## src/rtl/perceptron_uart_n.sv

```systemverilog
// N-input perceptron (one multiplier, signed 8-bit weights plus bias) driven by a byte-wide 8N1 UART.
// Commands: WRITE weights, EVAL, TRAIN (perceptron rule with saturation), READ weights.
module perceptron_uart_n #(
  parameter int unsigned N_IN     = 4,
  parameter int unsigned BAUD_DIV = 434,
  parameter int unsigned LR_SHIFT = 0
) (
  input  logic clk,
  input  logic nRst,
  input  logic rx,
  output logic tx,
  output logic busy,
  output logic y
);
  localparam int unsigned ACC_W  = 16 + $clog2(N_IN + 1);
  localparam int unsigned CNT_W  = $clog2(BAUD_DIV + 1);
  localparam int unsigned IDX_W  = (N_IN > 1) ? $clog2(N_IN + 1) : 1;
  localparam int unsigned LEFT_W = $clog2(N_IN + 2);
  localparam logic [CNT_W-1:0] BIT_END  = CNT_W'(BAUD_DIV - 1);
  localparam logic [CNT_W-1:0] HALF_END = CNT_W'(BAUD_DIV / 2 - 1);
  localparam logic [IDX_W-1:0] LAST_W   = IDX_W'(N_IN);
  localparam logic [IDX_W-1:0] LAST_X   = IDX_W'(N_IN - 1);

  localparam logic [7:0] OP_WRITE = 8'h01;
  localparam logic [7:0] OP_EVAL  = 8'h02;
  localparam logic [7:0] OP_TRAIN = 8'h03;
  localparam logic [7:0] OP_READ  = 8'h04;

  localparam logic [2:0] S_IDLE = 3'd0;
  localparam logic [2:0] S_OPS  = 3'd1;
  localparam logic [2:0] S_MAC  = 3'd2;
  localparam logic [2:0] S_UPD  = 3'd3;
  localparam logic [2:0] S_SEND = 3'd4;

  // UART receiver: synchroniser, start-bit recheck at half bit, mid-bit sampling
  logic             r_rx_s1, r_rx_s2, r_rx_prev, r_rx_on, r_rx_vld, r_rx_ferr;
  logic [CNT_W-1:0] r_rx_cnt;
  logic [3:0]       r_rx_bit;
  logic [7:0]       r_rx_sh;

  always_ff @(posedge clk or negedge nRst) begin
    if (!nRst) begin
      r_rx_s1 <= 1'b1; r_rx_s2 <= 1'b1; r_rx_prev <= 1'b1;
      r_rx_on <= 1'b0; r_rx_vld <= 1'b0; r_rx_ferr <= 1'b0;
      r_rx_cnt <= '0; r_rx_bit <= '0; r_rx_sh <= '0;
    end else begin
      r_rx_s1   <= rx;
      r_rx_s2   <= r_rx_s1;
      r_rx_prev <= r_rx_s2;
      r_rx_vld  <= 1'b0;
      r_rx_ferr <= 1'b0;
      if (!r_rx_on) begin
        if (r_rx_prev && !r_rx_s2) begin
          r_rx_on <= 1'b1; r_rx_cnt <= '0; r_rx_bit <= '0;
        end
      end else if (r_rx_bit == 4'd0) begin
        if (r_rx_cnt == HALF_END) begin
          r_rx_cnt <= '0;
          if (r_rx_s2) r_rx_on <= 1'b0;
          else         r_rx_bit <= 4'd1;
        end else r_rx_cnt <= r_rx_cnt + 1'b1;
      end else if (r_rx_cnt == BIT_END) begin
        r_rx_cnt <= '0;
        if (r_rx_bit == 4'd9) begin
          r_rx_on <= 1'b0; r_rx_vld <= r_rx_s2; r_rx_ferr <= !r_rx_s2;
        end else begin
          r_rx_sh <= {r_rx_s2, r_rx_sh[7:1]}; r_rx_bit <= r_rx_bit + 4'd1;
        end
      end else r_rx_cnt <= r_rx_cnt + 1'b1;
    end
  end

  logic [2:0]        r_state, w_state_nx;
  logic [7:0]        r_op, r_reply;
  logic [IDX_W-1:0]  r_idx;
  logic [LEFT_W-1:0] r_tx_left;
  logic              r_from_w, r_busy, r_y, r_upd;
  logic signed [7:0] r_w [0:N_IN];
  logic signed [7:0] r_x [0:N_IN];
  logic signed [ACC_W-1:0] r_acc;
  logic [9:0]        r_tx_sh;
  logic [CNT_W-1:0]  r_tx_cnt;
  logic [3:0]        r_tx_bit;
  logic              r_tx_on;

  logic [IDX_W-1:0]  w_last_op, w_mi, w_xi;
  logic signed [15:0] w_prod;
  logic signed [ACC_W-1:0] w_acc_nx;
  logic              w_y_nx, w_t, w_tx_done, w_tx_load;
  logic signed [7:0] w_dx;
  logic signed [9:0] w_sum;
  logic [7:0]        w_tx_byte;

  function automatic logic [7:0] sat8(input logic signed [9:0] v);
    if (v > 10'sd127)       return 8'h7F;
    else if (v < -10'sd128) return 8'h80;
    else                    return v[7:0];
  endfunction

  assign w_last_op = (r_op == OP_EVAL) ? LAST_X : LAST_W;
  assign w_mi      = r_idx + 1'b1;
  assign w_xi      = (r_idx == '0) ? '0 : r_idx - 1'b1;
  assign w_prod    = 16'(r_w[w_mi]) * 16'(r_x[r_idx]);
  assign w_acc_nx  = r_acc + ACC_W'(w_prod);
  assign w_y_nx    = !w_acc_nx[ACC_W-1] && (w_acc_nx != '0);
  assign w_t       = (r_x[N_IN] != 8'sd0);
  // Training step: bias moves by one, weights by the shifted input
  assign w_dx      = (r_idx == '0) ? 8'sd1 : (r_x[w_xi] >>> LR_SHIFT);
  assign w_sum     = 10'(r_w[r_idx]) + (w_t ? 10'(w_dx) : -10'(w_dx));
  assign w_tx_done = r_tx_on && (r_tx_bit == 4'd9) && (r_tx_cnt == BIT_END);
  assign w_tx_load = (r_state == S_SEND) && (!r_tx_on || w_tx_done) && (r_tx_left != '0);
  assign w_tx_byte = r_from_w ? r_w[r_idx] : r_reply;

  always_ff @(posedge clk or negedge nRst) begin
    if (!nRst) r_state <= S_IDLE;
    else       r_state <= w_state_nx;
  end

  always_comb begin
    w_state_nx = r_state;
    case (r_state)
      S_IDLE: begin
        if (r_rx_vld)
          w_state_nx = (r_rx_sh inside {OP_WRITE, OP_EVAL, OP_TRAIN}) ? S_OPS : S_SEND;
        else if (r_rx_ferr)
          w_state_nx = S_SEND;
      end
      S_OPS: begin
        if (r_rx_ferr) w_state_nx = S_SEND;
        else if (r_rx_vld && r_idx == w_last_op)
          w_state_nx = (r_op == OP_WRITE) ? S_SEND : S_MAC;
      end
      S_MAC:  if (r_idx == LAST_X) w_state_nx = (r_op == OP_TRAIN) ? S_UPD : S_SEND;
      S_UPD:  if (r_idx == LAST_W) w_state_nx = S_SEND;
      S_SEND: if (w_tx_done && r_tx_left == '0) w_state_nx = S_IDLE;
      default: w_state_nx = S_IDLE;
    endcase
  end

  always_ff @(posedge clk or negedge nRst) begin
    if (!nRst) begin
      r_op <= '0; r_reply <= '0; r_idx <= '0; r_tx_left <= '0;
      r_from_w <= 1'b0; r_busy <= 1'b0; r_y <= 1'b0; r_upd <= 1'b0; r_acc <= '0;
      for (int i = 0; i <= int'(N_IN); i++) begin
        r_w[i] <= '0; r_x[i] <= '0;
      end
    end else begin
      case (r_state)
        S_IDLE: begin
          if (r_rx_vld || r_rx_ferr) begin
            r_busy <= 1'b1; r_op <= r_rx_sh; r_idx <= '0;
            r_reply <= 8'hEE; r_tx_left <= LEFT_W'(1); r_from_w <= 1'b0;
            if (r_rx_vld && r_rx_sh == OP_READ) begin
              r_tx_left <= LEFT_W'(N_IN + 1); r_from_w <= 1'b1;
            end
          end
        end
        S_OPS: begin
          if (r_rx_ferr) begin
            r_reply <= 8'hEE; r_idx <= '0;
          end else if (r_rx_vld) begin
            r_x[r_idx] <= r_rx_sh;
            r_idx      <= r_idx + 1'b1;
            if (r_idx == w_last_op) begin
              r_idx   <= '0;
              r_acc   <= ACC_W'(r_w[0]);
              r_reply <= 8'hAA;
              if (r_op == OP_WRITE)
                for (int i = 0; i <= int'(N_IN); i++)
                  r_w[i] <= (i == int'(N_IN)) ? r_rx_sh : r_x[i];
            end
          end
        end
        S_MAC: begin
          r_acc <= w_acc_nx;
          r_idx <= r_idx + 1'b1;
          if (r_idx == LAST_X) begin
            r_idx   <= '0;
            r_y     <= w_y_nx;
            r_upd   <= (w_y_nx != w_t);
            r_reply <= (r_op == OP_TRAIN) ? {6'b0, w_y_nx != w_t, w_y_nx} : {7'b0, w_y_nx};
          end
        end
        S_UPD: begin
          if (r_upd) r_w[r_idx] <= sat8(w_sum);
          r_idx <= (r_idx == LAST_W) ? '0 : r_idx + 1'b1;
        end
        S_SEND: begin
          if (w_tx_load) begin
            r_tx_left <= r_tx_left - 1'b1;
            if (r_tx_left != LEFT_W'(1)) r_idx <= r_idx + 1'b1;
          end else if (w_tx_done && r_tx_left == '0) r_busy <= 1'b0;
        end
        default: ;
      endcase
    end
  end

  // UART transmitter; next byte loads on the last stop-bit clock so frames abut
  always_ff @(posedge clk or negedge nRst) begin
    if (!nRst) begin
      r_tx_sh <= '1; r_tx_cnt <= '0; r_tx_bit <= '0; r_tx_on <= 1'b0;
    end else if (w_tx_load) begin
      r_tx_sh <= {1'b1, w_tx_byte, 1'b0}; r_tx_cnt <= '0; r_tx_bit <= '0; r_tx_on <= 1'b1;
    end else if (r_tx_on) begin
      if (r_tx_cnt == BIT_END) begin
        r_tx_cnt <= '0;
        r_tx_sh  <= {1'b1, r_tx_sh[9:1]};
        if (r_tx_bit == 4'd9) r_tx_on <= 1'b0;
        else                  r_tx_bit <= r_tx_bit + 4'd1;
      end else r_tx_cnt <= r_tx_cnt + 1'b1;
    end
  end

  assign tx   = r_tx_sh[0];
  assign busy = r_busy;
  assign y    = r_y;
endmodule

```

## config.mk

```make
export PLATFORM = sky130hd
export DESIGN_NAME = perceptron_uart_n
export DESIGN_NICKNAME = d
export VERILOG_FILES = /design/src/rtl/perceptron_uart_n.sv
export SDC_FILE = /design/constraint.sdc
export NUM_CORES = 1
export LEC_CHECK = 0
export CORE_ASPECT_RATIO = 1.1
export CORE_MARGIN = 8
export CORE_UTILIZATION = 28
export DETAILED_ROUTE_END_ITERATION = 16
export HOLD_SLACK_MARGIN = 0.15
export SYNTH_ARGS = -nofsm -noshare
export SYNTH_HDL_FRONTEND = slang
export SYNTH_SLANG_ARGS = --single-unit
```

## constraint.sdc

```tcl
create_clock -name clk -period 8.96 [get_ports clk]
set_clock_uncertainty 0.2 [all_clocks]
set_input_delay 1.792 -clock clk [delete_from_list [all_inputs] [get_ports clk]]
set_output_delay 1.792 -clock clk [all_outputs]
set_load 0.02 [all_outputs]
```

Word-level counts from Yosys, hierarchy flattened
Cells that the tools add are included.

operators by class
  $add $sub $neg = 10
  multiply operators = 1
  order comparisons = 6
  equality and inequality tests = 42
  multiplexer cells = 112
  bitwise logic cells = 6
  reductions and logical operators = 45

operators by type and width
  kind                 number
  $mux 40              5
  $mux 8               20
  $bmux 8 s3           4
  $bwmux 40            2
  $pmux 40 s2          1
  $mux 9               8
  $mux 3               23
  $mux 19              3
  $mux 4               11
  $mux 10              4
  $pmux 19 s2          1
  $eq 8x2->1 const B   4
  $pmux 3 s5           2
  $demux 8 s3          1
  $pmux 8 s3           1
  $mux 1               23
  $ne 2x2->1 const B   11
  $reduce_and 5->1     4
  $add 19x16->19       1
  $reduce_bool 19->1   1
  $add 9x1->9 const B  2
  $eq 9x9->1 const B   2
  $ne 3x3->1 const B   6
  $eq 8x1->1 const B   2
  39 further kinds     80

storage, ports and cells
  flip-flop bits (word level) = 179
  output and inout port bits = 3
  logic and storage cells = 255

Longest topological paths before layout
  depth in word-level cells = 18
  mapped depth = 27

Worst setup path after synthesis
OpenSTA, ideal clock, no wires.

  kind = register -> register
  start = register r_idx[2]
  end = register r_reply[1]
  arrival time = 8,136 ps
  required time = 8,637 ps
  setup slack = 501 ps
  cell stages (with the launch flop) = 25
  path through = dfrtp_1 > buf_2 > clkinv_1 > ha_1 > buf_1 > nor3_1 > a22oi_1 > nor2_1 > inv_1 > fa_1 > inv_1 > fa_1 > fa_1 > fa_1 > fa_1 > ha_1 > and2_1 > a32oi_1 > nor2b_1 > xnor2_1 > or4_1 > or4_1 > o31ai_2 > and3_1 > nor3_1

on the way
  longest elaborated chain between the ends = 13
  elaborated cells on any way between the ends = 23
  classes of those cells = add/sub: 2; mul: 1; eq/ne: 5; mux: 9; bitwise: 2; reduce/logical: 4

ends and longest elaborated chain
  item                                                          line  text
  from (decl)                                                   75    logic [IDX_W-1:0] r_idx;
  from (signal assigned)                                        163   r_idx <= r_idx + 1'b1;
  from (signal assigned)                                        176   r_idx <= r_idx + 1'b1;
  from (signal assigned)                                        186   r_idx <= (r_idx == LAST_W) ? '0 : r_idx + 1'b1;
  $add 3x1->3                                                   101   assign w_mi = r_idx + 1'b1;
  $not 3->4 (implied by the code)                               103   assign w_prod = 16'(r_w[w_mi]) * 16'(r_x[r_idx]);
  $bmux 8 s3                                                    103
  $mux 8 (implied by the code) (2 in a row)                     103
  $mul 8x8->16                                                  103
  $add 19x16->19                                                104   assign w_acc_nx = r_acc + ACC_W'(w_prod);
  $reduce_bool 19->1 / $logic_not 1->1 (equally long branches)  105   assign w_y_nx = !w_acc_nx[ACC_W-1] && (w_acc_nx != '0);
  $logic_and 1x1->1                                             105
  $ne 1x1->1                                                    181   r_reply <= (r_op == OP_TRAIN) ? {6'b0, w_y_nx != w_t, w_y_nx} : {7'b0, w_y_nx};
  $mux 2                                                        181
  $mux 8                                                        177   if (r_idx == LAST_X) begin
  $pmux 8 s3                                                    148   case (r_state)
  to (signal assigned)                                          181
  to (decl)                                                     74    logic [7:0] r_op, r_reply;

Several ways; a longest one is shown, not always the timed one. The select of a mux whose other input is x is not followed.
A chain may end at the register's enable or synchronous reset.

Worst setup path after layout
Ends and elaborated chain as after synthesis.

==> key figures <==
Timing
  • Setup TNS: 0 ns
  • Final Slew Violations: 0
  • Worst slew margin: 0.236
  • Count of final setup violators: 0
  • Final worst-path cycle share: 0.947
  • Worst Setup Slack, final: 0.476 ns
  • Min Tclk post-route: 8.48 ns
  • Fmax: roughly 120 MHz
  • Least-Margin Pin Slew: between 1 and 1.5 ns
  • Final hold viol count: 0
  • Worst Hold Slack: between 0.15 and 0.2 ns
  • RSZ-0062 raised after global routing: false

Clock tree
  • Post-CTS sizing: 0
  • Clock transition at path regs: ~0.07 ns
  • Clock sink count: ~170
  • # Post-CTS Setup Buffers: 0
  • H-tree levels: 4
  • Worst-Skew Late Latency: around 0.45 ns
  • Root buffer cell: clkbuf_16
  • Hold-fix buffers at CTS: 0
  • CTS tree: yes
  • Clock Path Buffers: 2
  • Num CTS Buffers: 17

Synth
  • Post-synthesis sequential area ratio: 0.333
  • Count of different cell masters after synthesis: 78
  • Area share of the largest cell type after synthesis: 0.309
  • EDFF count, synth: 0
  • Xor/xnor cell area share of the yosys netlist: 0.0311
  • Async set-or-reset flop fraction in the synthesized netlist: 1.00
  • #FFs+latches synth: between 150 and 200
  • Synth Net Count: about 1500
  • Synth Flop Type: dfrtp_1
  • Compound-gate portion of the synthesized area: 0.148
  • Most area-hungry cell type in the Yosys netlist: dfrtp_1
  • Cell area after synthesis: ~13000 µm²
  • Syn_area_per_cell: 9.94 µm²
  • Top post-synthesis cells by area: dfrtp_1, fa_1, ha_1
  • Post-synthesis simple-gate area fraction: 0.129
  • Main combinational cell family by area after synthesis: adder cells
  • Adder-Cell Fraction of Synth Area: 0.200
  • Mux contribution to synthesized area: 0.104
  • YS warnings: 0
  • Synthesized instance count: roughly 1300

Power
  • Maximum VDD drop: approximately 0.10 mV
  • PnR Total Power: about 1.7 mW
  • Pwr Density: 115 nW/µm²
  • Leak pwr: 6.81 nW

Global routing
  • Global-route wire length before repair: between 50000 and 60000 µm
  • Gr ovfl total: 0
  • Initial antenna violation count: 0
  • GR Util All Layers: 0.130
  • Largest net degree at the start of global routing: 97
  • Vias in the first global route: roughly 10000

Worst setup path
  • Crit-path cells: clkinv_1 -> ha_2 -> nor3_1 -> buf_4 -> a22oi_1 -> inv_1 -> and2_1 -> fa_1 -> fa_1 -> fa_1 -> fa_1 -> ha_1 -> ha_1 -> and2_1 -> a32oi_1 -> nor2b_1 -> xnor2_1 -> or4_1 -> or4_1 -> o31ai_2 -> and3_1 -> nor3_1
  • FF-to-FF setup slack: roughly 0.48 ns
  • Worst setup startpoint: r_idx[2]$_DFFE_PN0P_
  • CP max stage cell: ha_2
  • Worst setup EP type: register
  • Worst-path maximum fanout: 11
  • Critical path startpoint category: register
  • Most frequent cell on the critical path: fa_1
  • Critical path arrival: approximately 8.6 ns
  • Worst reg2reg path depth: 22
  • CP peak stage delay: approximately 0.6 ns
  • Setup CP Type: register to register
  • CP required: 9.09 ns
  • CP Capture Point: r_reply[1]$_DFFE_PN0P_
  • Capture point of the worst reg-to-reg path: r_reply[1]$_DFFE_PN0P_
  • FF-to-FF Start: r_idx[2]$_DFFE_PN0P_

Status
  • Status: finished clean

Final layout
  • Ant. Diodes: 0
  • P&R area growth vs syn: 9.69%
  • Fin nets: roughly 1500
  • Share of cells above drive strength 1: 0.128
  • Post-Layout Cell Count: about 1900

Routing
  • Vias: approximately 10000
  • DR vias/cell: about 5.2
  • Antenna-violating nets left: 0
  • Starting DRT DRC Count: 805
  • Detailed-route DRC error count: 0
  • Router iterations before antenna repair: 5
  • Wire length per cell: ~18 µm
  • Total Wirelength: between 30000 and 40000 µm

Placement
  • Setup WS pre-CTS: around 0.32 ns
  • DP HPWL: between 20000 and 30000 µm
  • Routability Congestion: just under 1
  • PortBufs: 5
  • Dpl cells: approximately 1900

Floorplan
  • Chip height: 243 µm
  • Row cnt: just over 80
  • Io pins: 6
  • Core area: 46500 µm²
  • Die Area: between 50000 and 60000 µm²
  • DIE WIDTH: 223 µm
  • Initial cell density of the core: 0.282

Min path
  • Hold Path Class: register to register

Job
  • Max-cap violations: 0
## where the power goes
| part | switching (mW) | total, mW | internal, mW | leakage [nW] |
|---|---|---|---|---|
| logic | 0.0791 | 0.124 | 0.0444 | 4.18 |
| registers | 0.0184 | 0.822 | 0.803 | 2.38 |
| clock network | 0.340 | 0.714 | 0.374 | 0.260 |
## kinds of logic (layout without fill, tap and decap cells)
| group | Yosys count | after routing |
|---|---|---|
| muxes | 103 | 103 |
| AOI/OAI and AO/OA | 312 | 312 |
| DFF | 174 | 174 |
| xor gates and xnor gates | 45 | 45 |
| adders and majority gates | 159 | 159 |
| buffers and inverters | 174 | 183 |
| and+or+nand+nor | 355 | 355 |
## flip-flops by register name, indices dropped and copies added (netlist names), 3 cells and up
name,flops
r_acc,19
r_state,3
r_rx_sh,8
r_reply,4
r_idx,3
r_w,40
r_x,40
r_op,8
r_tx_left,3
r_tx_sh,9
r_rx_cnt,9
r_tx_cnt,9
r_tx_bit,4
r_rx_bit,4
## per-layer routing
layer / GRT usage / wire length [µm] / up-vias
li1: - / - / 4631
met1: 0.159 / 14800 / 4998
met2: 0.216 / 16600 / 321
met3: 0.0177 / 1590 / 78
met4: 0.0789 / 1850 / 0
met5: 0 / 0 / -
## cells in the mapped netlist, drive strengths merged, types with 6 or more instances
library cell	count
o21ai	67
xnor2	27
xor2	18
a22oi	30
a21oi	102
o22ai	34
a21o	14
and2	8
or2	12
o31ai	6
a31oi	13
buf	13
dfrtp	162
ha	74
nand3	16
a221oi	11
nor2b	19
dfstp	12
and3	9
nand4	7
clkbuf	35
fa	85
nor2	137
inv	123
nor4	8
nand2	78
nor3	20
mux2	57
mux2i	27
mux4	19
a211oi	6
nand2b	20
## through the flow
step | area (µm²) | util
floorplan | 13100 | -
global placement | 13900 | 0.298
detailed placement | 13900 | 0.298
CTS | 14400 | 0.309
global route | 14400 | 0.310
finish | 14400 | 0.310
## layout make-up
cell class | instances | area (µm²)
inverter | 124 | 465
clock inverter | 10 | 78.8
sequential | 174 | 4370
tap | 595 | 744
clock buffer | 22 | 464
timing repair buffer | 27 | 216
fill | 4743 | 32100
multi-input combinational | 974 | 8070
## layout by cell type (no fill, tap or decap), types with 25 or more instances in the layout
| master | count |
|---|---|
| mux2i_1 | 26 |
| xnor2_1 | 25 |
| o21ai_0 | 65 |
| a21oi_1 | 101 |
| nand2_1 | 77 |
| o22ai_1 | 34 |
| fa_1 | 85 |
| dfrtp_1 | 162 |
| a22oi_1 | 26 |
| ha_1 | 73 |
| mux2_2 | 57 |
| inv_1 | 123 |
| nor2_1 | 134 |
## critical path, delay by kind of cell, from the launching register on
kind / cells / cell delay (ns)
and+or+nand+nor: 8 / 2.26
xor gates and xnor gates: 1 / 0.09
adders and majority gates: 7 / 3.31
AOI/OAI and AO/OA: 3 / 1.22
DFF: 1 / 0.57
buffers and inverters: 3 / 0.69
## how the worst min path moves through the flow
stage,from,endpoint,slack [ns],cells after the start
2_1_floorplan,r_rx_s1$_DFF_PN1_,r_rx_s2$_DFF_PN1_,0.15,0
5_1_grt,r_rx_s1$_DFF_PN1_,r_rx_s2$_DFF_PN1_,0.16,0
4_1_cts,r_rx_s1$_DFF_PN1_,r_rx_s2$_DFF_PN1_,0.16,0
3_3_place_gp,r_rx_s1$_DFF_PN1_,r_rx_s2$_DFF_PN1_,0.15,0
3_5_place_dp,r_rx_s1$_DFF_PN1_,r_rx_s2$_DFF_PN1_,0.15,0
6_report,r_rx_s1$_DFF_PN1_,r_rx_s2$_DFF_PN1_,0.16,0
No activity file was read; power rests on OpenSTA's default activity.
==> patch (config.mk and constraints unchanged) <==
Register the output `y` once more, with the module's reset; this adds one clock of latency there. The other outputs are not delayed to match.
--- a/src/rtl/perceptron_uart_n.sv
+++ b/src/rtl/perceptron_uart_n.sv
@@ -214,6 +214,12 @@
 
   assign tx   = r_tx_sh[0];
   assign busy = r_busy;
-  assign y    = r_y;
+  always_ff @(posedge clk or negedge nRst) begin
+    if (!nRst) begin
+      y <= '0;
+    end else begin
+      y <= r_y;
+    end
+  end
 endmodule
 
Behaviour: same outputs for any inputs over 4 cycles, from zero or initial values and one cycle with nRst low; that may be too few to reach the edited logic, so the function may still have changed.
==> patch against the unedited design <==
Cell area is 0.81% higher. Largest power group unchanged. Area after synthesis grew 0.19%. Sequential cell count grew 1. First-iteration DRC count rose by 18%. Highest routed layer unchanged. Setup slack better by 78 ps. Power rose by 5.2%. Critical path type unchanged. Routed wire length increased by 1.5%.
==> patch: results (changes against the unedited design) <==
| Metric | Value |
|---|---|
| H-tree lvl count | `4 (unchanged)` |
| Layout cells sized above 1 | `0.130 (+0.00176)` |
| Initial antenna violation count | `0 (unchanged)` |
| Cells after DPL | `1899 (+0.26%)` |
| Largest stage delay, worst path | `approximately 590 ps` |
| Nets | `1485 (+0.34%)` |
| FF-to-FF Start | `r_idx[2]` |
| Crit-path max FO | `10 (-1)` |
| Worst vdd ir | `119 uV (+16%)` |
| Async set or reset register ratio after synthesis | `1.00 (unchanged)` |
| Pin count of the biggest net entering global routing | `105 (+8.2%)` |
| Final GP Congestion | `0.944 (-4.7%)` |
| Post-CTS Resized | `0 (unchanged)` |
| Most common library cells after synthesis | `dfrtp_1 (163), nor2_1 (135), inv_1 (123)` |
| Vias after detailed routing | `10022 (-0.060%)` |
| First-pass GRT wire length | `57.8 mm (+2.2%)` |
| Clk root buf | `clkbuf_16` |
| Reg2Reg Setup Slack | `550 ps (+80 ps)` |
| Leak | `6.89 nW (+1.1%)` |
| Avg WL per Cell | `18.3 um (+1.2%)` |
| Syn. warnings | `0 (unchanged)` |
| Post-CTS Setup Bufs | `0 (unchanged)` |
| WHS | `158 ps (+0.718 ps)` |
| Worst Hold Launch | `r_rx_s1` |
| Min-Delay Path Class | `reg -> reg` |
| Routed vias/inst | `5.19 (-0.32%)` |
| CTS clk-pin slew, worst paths | `approximately 80 ps` |
| Total track usage | `0.133 (+0.00331)` |
| WP data arrival | `8540 ps (-70 ps)` |
| Setup crit end | `r_y` |
| Startpoint types | `register` |
| Status | `complete, no violations` |
| Cells after synthesis | `1323 (+0.076%)` |
| Hold Path Cell Cnt | `0 (unchanged)` |
| Register area share after synthesis | `0.334 (+0.00127)` |
| # diodes | `0 (unchanged)` |
| Netlist cell types | `78 (unchanged)` |
| Top cells by area, synth | `dfrtp_1 (31%), fa_1 (13%), ha_1 (7.0%)` |
| CP max-delay cell | `ha_1` |
| First-pass DRT Iterations | `6 (+1)` |
| Iter 0 DRT Violations | `951 (+18%)` |
| Clock tree buffer depth | `2 (unchanged)` |
| Hpwl dp | `26.8 mm (+1.3%)` |
| Reg2reg path depth | `22 (unchanged)` |
| I/O Buffers | `5 (unchanged)` |
| Slew HR | `0.186 (-0.0496)` |
==> patch: cell count changes after synthesis <==
cell / before / now
dfrtp_1: 162 / 163
==> patch: final cells by class <==
type,instances,area (sq um)
Tap cell,595,744
Multi-Input combinational cell,974,8050
Sequential cell,175,4390
Clock buffer,17,425
Timing Repair Buffer,31,246
Clock inverter,15,196
Inverter,124,465
Fill cell,4802,32000
==> patch: worst max-delay path, delay by kind of cell, from the launching register on <==
kind                       cells  cell delay (ps)
and+or+nand+nor                7             1860
xor gates and xnor gates       1               80
buffers and inverters          3              580
DFF                            1              560
AOI/OAI and AO/OA              4             1480
adders and majority gates      7             3530
==> patch: metrics by stage <==
stage | worst slack [ps] | total power [mW] | cell area [sq um]
after floorplan | 501 | 0.924 | 13200
after global placement | 718 | 0.959 | 13900
after detailed placement | 562 | 0.964 | 13900
after CTS | 545 | 1.77 | 14500
after global routing | 2.09 | 1.82 | 14500
final | 553 | 1.75 | 14500
==> patch: cells by family (layout without fill, tap and decap cells) <==
kind of cell    Yosys count  after routing  synth area share
mux                     103            103             0.104
buf+inv                 174            187            0.0554
fa+ha+maj               159            159             0.200
xor+xnor                 45             45            0.0311
flops                   175            175             0.334
compound gates          312            312             0.147
simple gates            355            355             0.128
==> patch: per-layer routing <==
metal | vias up | track usage | share of wire
met5 | - | 0 | 0
met4 | 0 | 0.0550 | 0.034
met1 | 4992 | 0.166 | 0.42
met2 | 319 | 0.229 | 0.49
met3 | 69 | 0.0201 | 0.053
li1 | 4642 | - | -
==> patch: report_power, final <==
part / switching, mW / internal, mW / total [mW] / leakage (nW)
logic: 0.0778 / 0.0437 / 0.122 / 4.20
clock network: 0.370 / 0.428 / 0.798 / 0.304
registers: 0.0185 / 0.807 / 0.826 / 2.39
total: 0.467 / 1.28 / 1.75 / 6.89
